--- src/rtl/wait_state_gen.sv ---
`timescale 1ns/1ps
// wait_state_gen: bus-cycle wait-state generator for the 6809 CPLD.
// It watches the nE/nQ phase clocks and the slow-region chip selects. When a
// slow region is selected it pulls nWAIT low to stretch E, using a programmed
// count per region, an optional external not-ready extension, and a timeout
// guard on that extension.
//
// Ports (all in the MHZ48 domain except nEXTWAIT and nRESET):
//   MHZ48     in   48 MHz system clock
//   nRESET    in   asynchronous active-low reset
//   nE, nQ    in   inverted 6809 E / Q from the clock block
//   nCS[3:0]  in   active-low slow-region chip selects (nCS[0] highest priority)
//   nEXTWAIT  in   asynchronous active-low external not-ready
//   nWAIT     out  registered active-low stretch request
//   TIMEOUT   out  sticky flag, set when an external wait hits TMO
module wait_state_gen #(
    parameter int unsigned WAIT0 = 4,
    parameter int unsigned WAIT1 = 2,
    parameter int unsigned WAIT2 = 8,
    parameter int unsigned WAIT3 = 0,
    parameter int unsigned CNT_W = 4,
    parameter int unsigned TMO   = 255
) (
    input  logic             MHZ48,
    input  logic             nRESET,
    input  logic             nE,
    input  logic             nQ,
    input  logic [3:0]       nCS,
    input  logic             nEXTWAIT,
    output logic             nWAIT,
    output logic             TIMEOUT
);

    localparam int unsigned TMO_W = 8;
    localparam int unsigned PRE_W = 2;

    typedef enum logic [1:0] {
        S_IDLE = 2'd0,
        S_WAIT = 2'd1,
        S_EXT  = 2'd2,
        S_HOLD = 2'd3
    } state_t;

    state_t             state;
    state_t             state_nxt;
    logic               ne_d;
    logic               nq_d;
    logic               ext_s1;
    logic               ext_n;
    logic [PRE_W-1:0]   pre;
    logic [PRE_W-1:0]   pre_nxt;
    logic [CNT_W-1:0]   cnt;
    logic [CNT_W-1:0]   cnt_nxt;
    logic [TMO_W-1:0]   tmo;
    logic [TMO_W-1:0]   tmo_nxt;
    logic               timeout_nxt;
    logic               nwait_nxt;
    logic               q_rise;
    logic               e_fall;
    logic               cs_any;
    logic               tick;
    logic [CNT_W-1:0]   sel_wait;

    // Phase-clock edge detection against the previous-cycle copies.
    assign q_rise = nq_d & ~nQ;
    assign e_fall = ~ne_d & nE;
    assign cs_any = ~(&nCS);
    assign tick   = (pre == PRE_W'(3));

    // Region select: lowest active index wins.
    always_comb begin
        sel_wait = '0;
        if (!nCS[0]) begin
            sel_wait = CNT_W'(WAIT0);
        end else if (!nCS[1]) begin
            sel_wait = CNT_W'(WAIT1);
        end else if (!nCS[2]) begin
            sel_wait = CNT_W'(WAIT2);
        end else if (!nCS[3]) begin
            sel_wait = CNT_W'(WAIT3);
        end
    end

    // State register.
    always_ff @(posedge MHZ48 or negedge nRESET) begin
        if (!nRESET) begin
            state <= S_IDLE;
        end else begin
            state <= state_nxt;
        end
    end

    // Next-state and next datapath values; abort (all nCS high) outranks ticks.
    always_comb begin
        state_nxt   = state;
        pre_nxt     = pre;
        cnt_nxt     = cnt;
        tmo_nxt     = tmo;
        timeout_nxt = TIMEOUT;
        case (state)
            S_IDLE: begin
                pre_nxt = '0;
                if (q_rise && cs_any) begin
                    if (sel_wait != '0) begin
                        state_nxt = S_WAIT;
                        cnt_nxt   = sel_wait;
                    end else if (!ext_n) begin
                        state_nxt = S_EXT;
                        tmo_nxt   = '0;
                    end else begin
                        state_nxt = S_HOLD;
                    end
                end
            end
            S_WAIT: begin
                pre_nxt = pre + PRE_W'(1);
                if (!cs_any) begin
                    state_nxt = S_HOLD;
                end else if (tick) begin
                    cnt_nxt = cnt - CNT_W'(1);
                    if (cnt <= CNT_W'(1)) begin
                        if (!ext_n) begin
                            state_nxt = S_EXT;
                            tmo_nxt   = '0;
                        end else begin
                            state_nxt = S_HOLD;
                        end
                    end
                end
            end
            S_EXT: begin
                pre_nxt = pre + PRE_W'(1);
                if (!cs_any || ext_n) begin
                    state_nxt = S_HOLD;
                end else if (tick) begin
                    tmo_nxt = tmo + TMO_W'(1);
                    if (tmo_nxt == TMO_W'(TMO)) begin
                        timeout_nxt = 1'b1;
                        state_nxt   = S_HOLD;
                    end
                end
            end
            S_HOLD: begin
                // One wait sequence per bus cycle: only the end of E re-arms.
                pre_nxt = '0;
                if (e_fall) begin
                    state_nxt = S_IDLE;
                end
            end
            default: begin
                state_nxt = S_IDLE;
            end
        endcase
        nwait_nxt = ~((state_nxt == S_WAIT) || (state_nxt == S_EXT));
    end

    // Datapath, synchronizers and registered outputs.
    always_ff @(posedge MHZ48 or negedge nRESET) begin
        if (!nRESET) begin
            ne_d    <= 1'b1;
            nq_d    <= 1'b1;
            ext_s1  <= 1'b1;
            ext_n   <= 1'b1;
            pre     <= '0;
            cnt     <= '0;
            tmo     <= '0;
            nWAIT   <= 1'b1;
            TIMEOUT <= 1'b0;
        end else begin
            ne_d    <= nE;
            nq_d    <= nQ;
            ext_s1  <= nEXTWAIT;
            ext_n   <= ext_s1;
            pre     <= pre_nxt;
            cnt     <= cnt_nxt;
            tmo     <= tmo_nxt;
            nWAIT   <= nwait_nxt;
            TIMEOUT <= timeout_nxt;
        end
    end

endmodule
--- config.mk ---
export PLATFORM = sky130hd
export DESIGN_NAME = wait_state_gen
export DESIGN_NICKNAME = d
export VERILOG_FILES = /design/src/rtl/wait_state_gen.sv
export SDC_FILE = /design/constraint.sdc
export NUM_CORES = 1
export LEC_CHECK = 0
export ABC_AREA = 1
export BUFFER_PORTS_ARGS = -buffer_cell sky130_fd_sc_hd__buf_2
export CORE_AREA = 4 4 62 64
export DETAILED_ROUTE_END_ITERATION = 12
export DIE_AREA = 0 0 66 68
export GPL_TIMING_DRIVEN = 0
export PLACE_DENSITY = 0.63
export SLEW_MARGIN = 30
export SYNTH_ARGS = -nofsm -noshare
export SYNTH_HDL_FRONTEND = slang
export SYNTH_SLANG_ARGS = --single-unit
--- constraint.sdc ---
create_clock -name MHZ48 -period 1.4 [get_ports MHZ48]
set_input_delay 0.14 -clock MHZ48 [delete_from_list [all_inputs] [get_ports MHZ48]]
set_output_delay 0.14 -clock MHZ48 [all_outputs]
set_load 0.02 [all_outputs]
-- Word level (Yosys, flattened, before mapping)
Cells that the tools add are included.
- output and inout port bits: 2
- word-level logic and storage cells: 78
- register bits after elaboration: 22
- bits of input ports: 9
- bitwise logic cells: 7
- equality and inequality tests: 15
- add/sub/neg operators: 3
- reductions and logical operators: 13
- $lt $le $gt $ge: 1
- muxes and demuxes: 29
- operator list (cell ; count):
    8-bit two-way mux ; 8
    4-bit two-way mux ; 7
    8-bit case mux with 3 select lines ; 1
    2-bit two-way mux ; 9
    2-bit inequality test (second input constant) ; 8
    8-bit by 1-bit adder with 8-bit output (second input constant) ; 1
    2-bit == test (second input constant) ; 4
    8-bit == test (second input constant) ; 1
    2-bit case mux with 4 select lines ; 1
    4-bit case mux with 2 select lines ; 1
    4-bit AND reduction ; 2
    8-bit AND reduction ; 1
    1-bit inverter ; 5
    5-bit AND reduction ; 1
    2-bit by 1-bit == test with 1-bit output (second input constant) ; 2
    4-bit by 1-bit <= comparator with 1-bit output (second input constant) ; 1
    2-bit case mux with 2 select lines ; 1
    4-bit nonzero test ; 1
    2-bit OR reduction ; 2
    4-bit by 1-bit subtractor with 4-bit output (second input constant) ; 1
    3-bit nonzero test ; 1
    2-bit by 1-bit adder with 2-bit output (second input constant) ; 1
    1-bit bitwise AND ; 2
    2-bit zero test ; 1
    other kinds (4) ; 5

-- Longest topological paths before layout
- depth after elaboration: 10
- depth in mapped cells: 15
- mapped depth without buffers: 15

-- Worst setup path after synthesis
OpenSTA, ideal clock, no wires.
- path type: reg-to-reg
- start point: register state[0]
- end point: register tmo[0]
- buffers on the path: 2
- setup slack: -0.115 ns
- data required time: 1.324 ns
- library setup time: 0.076 ns
- stages on the path, launching flop included: 10
- period minus slack after synthesis: 1.515 ns
- arrival: 1.438 ns
- path through: dfrtp_1 > inv_1 > ha_1 > clkbuf_8 > inv_1 > o21ai_2 > nor2_4 > buf_6 > nand3_1 > o21ai_1
- cells in the longest elaborated chain, start to end: 3
- elaborated cells between the ends (all ways): 13
- classes of those cells: 9 x eq/ne; 1 x mux; 3 x reduce/logical
- ends and longest elaborated chain (what ; line ; text):
    from (decl) ; 44 ; state_t state;
    from (signal assigned) ; 89 ; state <= state_nxt;
    2-bit == test (tied with other cells) ; 100 ; case (state)
    2-bit inequality test (no source line) / 3-bit nonzero test (equally long branches) ; - ;
    8-bit AND reduction (no source line) ; - ;
    to (signal assigned) ; 176 ; tmo <= tmo_nxt;
    to (decl) ; 54 ; logic [TMO_W-1:0] tmo;
Parallel ways exist; a longest one is shown, timed or not.
A chain may end at the register's enable or synchronous reset.

-- Worst setup path in the final report
- start point: register state[0]
- end point: register tmo[3]
The elaborated chain is that of the path after synthesis.

==> results_dict.tcl <==
set metrics [dict create \
    syn_nets 187 \
    seq_power_share 0.358 \
    power_density_nw_per_um2 1560 \
    timing.critical_path.arrival_ps 1900 \
    largest_net_degree_at_the_start_of_global_routing 23 \
    finish.net_count 223 \
    htreeDepth 1 \
    drt-initial-drc-count 39 \
    drt-vias-per-instance 4.97 \
    numPlacedInstances 225 \
    p_sw_mw 1.15 \
    required_ps 1660 \
    run_status "finished, violations left" \
    hold_class "primary input to register" \
    area_delta_synth_final_pct 29.8 \
    worstSetupEndpointType "register" \
    grt_setup_unrepaired "true" \
    finalSetupTns_ps -2260 \
    ctsLongestPathBuffers 2 \
    core.rowCount 21 \
    first_pass_iters 4 \
    grt_first_pass_wirelength_um 5080 \
    clk_latency_ps 320 \
    first_global_vias 1177 \
    leakage_nw 0.812 \
    post_synth_num_cell_types 31 \
    r2r_slack_ps -240 \
    finalWirelength_um 2970 \
    final.period_utilization 1.17 \
    design.portCount 11 \
    timing.critical_path.fanout_max 8 \
    place.gp.congestion 0.852 \
    switching_share_of_power 0.416 \
    detailedPlacementHpwl_um 2080 \
    final.setup.worst_slack_ps -241 \
    worst_hold_path.endpoint "cnt[1]" \
    timing.reg2reg.worst_path_depth 7 \
    synth-seq-area-share 0.408 \
    start_util 0.416 \
    drcViolationCount 0 \
    syn_area_per_cell_um2 8.08 \
    power.share.clock 0.114 \
    clk_pin_slew_worst_paths_ps 130 \
    cap_viol_max_count 0 \
    postLayoutCoreUtil 0.539 \
    ys_warnings 0 \
    ys_seq_elements 22 \
    antenna_cells 0 \
    cts_inserted_buffers 3 \
    global_route_usage_sum 0.150 \
    gr-total-overflow 0 \
    wl_per_cell_um 11.9 \
    kind_of_start_point_of_the_critical_path "register" \
    die-width_um 66 \
    synth_area_um2 1370 \
    drive_above_1_share 0.373 \
    antenna_found_initial 0 \
    violations "negative setup slack" \
    r2r_start "state[0]" \
    hold_viol 0 \
    cts_root_buffer "clkbuf_4" \
    die_area_um2 4490 \
    relative_slew_slack 0.655 \
    numClockSinks 22 \
    syn-instance-count 169 \
    coreArea_um2 3280 \
    fin_crit_ps 1640 \
    timing.fmax_mhz 609 \
    min_delay_path_depth 4 \
    finalClockSkew_ps 7.07 \
    tritoncts "done" \
    postRouteAntennaNets 0 \
    startpoint_of_the_worst_hold_path "nCS[1]" \
    rr_endpoint "tmo[3]" \
    timing.final.max_slew_violations 0 \
    vias 1242 \
    tightest_slew_ps 517 \
    max-vdd-ir-drop_uv 817 \
    final_cells 250 \
    setup_viol 14 \
    die_height_um 68 \
    power.internal_mw 1.62 \
    io_buffer_count 10 \
    p_comb_frac 0.529 \
    critPathKind "register to register" \
]
-- per-layer routing --
metal / routed length [um] / GRT usage / part of all wire
met5: 0 / 0 / 0
met1: 1310 / 0.169 / 0.44
met4: 46 / 0.0609 / 0.016
met2: 1490 / 0.273 / 0.50
met3: 117 / 0.0345 / 0.039
-- layout make-up --
| type | count | area (um^2) |
|---|---|---|
| clock buffer | 4 | 26.3 |
| fill | 331 | 1510 |
| buffer | 2 | 25.0 |
| tap | 46 | 57.6 |
| multi-input combinational | 122 | 783 |
| inverter | 22 | 85.1 |
| sequential | 22 | 558 |
| timing repair buffer | 32 | 236 |
-- layout by cell type, fill, tap and decap left out, types with 2 or more instances in the layout --
master / n
buf_2: 10
nand4_1: 4
nor2_1: 13
buf_6: 4
dfrtp_1: 16
buf_4: 15
ha_2: 2
o21ai_0: 2
ha_1: 3
inv_2: 9
nor2_4: 3
o21ai_1: 12
nand2_2: 9
o21ai_2: 3
inv_1: 12
nand2_1: 32
a21oi_1: 3
dlygate4sd3_1: 4
nor3_1: 2
dfstp_2: 5
nand3_1: 16
ha_4: 4
clkbuf_4: 3
-- worst max-delay path: stages, from the launching register on --
cell and delay, ps:
dfrtp_2 480, ha_1 250, nor2_1 150, nand4_1 160, nor2_4 260, buf_6 160, nand3_1 60, o21ai_1 70
-- state kept, by name, indices dropped and copies added, names as in the netlist --
name	count
TIMEOUT	1
cnt	4
nq_d	1
ext_s1	1
nWAIT	1
ne_d	1
pre	2
tmo	8
ext_n	1
state	2
-- kinds of logic (layout without fill, tap and decap cells) --
kind of cell    after synthesis  count (layout)  synth area share
simple gates                 84              84             0.296
compound gates               27              27             0.118
buf+inv                      25              60            0.0825
flops                        22              22             0.408
fa+ha+maj                     9               9            0.0825
xor+xnor                      2               2            0.0128
-- power by group through the flow --
| stage | sequential, mW | combinational [mW] | clock [mW] |
|---|---|---|---|
| final | 0.991 | 1.46 | 0.315 |
| after global placement | 0.980 | 1.09 | 0 |
| after global routing | 1.01 | 1.64 | 0.354 |
| after detailed placement | 0.987 | 1.12 | 0 |
| after CTS | 0.972 | 1.40 | 0.331 |
| after floorplan | 0.976 | 0.887 | 0 |
-- metrics by stage --
stage          cell area [um^2]  hold slack, ps  setup slack [ps]  power (mW)
2_1_floorplan              1400            -156             -54.9        1.86
3_3_place_gp               1500             133              -237        2.07
3_5_place_dp               1500             144              -265        2.11
4_1_cts                    1710             157              -170        2.70
5_1_grt                    1770             153              -378        3.01
6_report                   1770             162              -241        2.77
-- Yosys cell counts (all sizes together) --
| library cell | number | area (um^2) |
|---|---|---|
| a21oi | 3 | 15.0 |
| a31oi | 1 | 6.26 |
| a32oi | 1 | 8.76 |
| buf | 2 | 16.3 |
| clkbuf | 1 | 13.8 |
| dfrtp | 17 | 425 |
| dfstp | 5 | 131 |
| ha | 9 | 113 |
| inv | 22 | 82.6 |
| nand2 | 42 | 170 |
| nand3 | 16 | 80.1 |
| nand3b | 1 | 7.51 |
| nand4 | 5 | 37.5 |
| nor2 | 17 | 88.8 |
| nor3 | 3 | 20.0 |
| o211ai | 1 | 12.5 |
| o21a | 1 | 7.51 |
| o21ai | 18 | 97.6 |
| o21bai | 1 | 7.51 |
| o22ai | 1 | 6.26 |
| xnor2 | 1 | 8.76 |
| xor2 | 1 | 8.76 |
-- worst max-delay path by stage --
stage	endpoint	depth (start not counted)	start	slack (ps)
floorplan	tmo[0]	10	pre[0]	-50
global placement	tmo[0]	10	pre[0]	-240
detailed placement	tmo[0]	10	pre[0]	-260
CTS	nWAIT	13	tmo[0]	-170
global route	nWAIT	15	tmo[1]	-380
finish	tmo[3]	7	state[0]	-240
-- repair_timing --
| action | 4_1_cts | 5_1_grt |
|---|---|---|
| gates cloned | 1 | 0 |
| hold buffers | 4 | 0 |
| pin swaps | 9 | 8 |
| buffers inserted | 13 | 4 |
| endpoints found under the setup margin | 15 | 16 |
| hold endpoints to repair | 20 | 0 |
| gates resized for setup | 15 | 8 |
No activity file was read; power rests on OpenSTA's default activity.
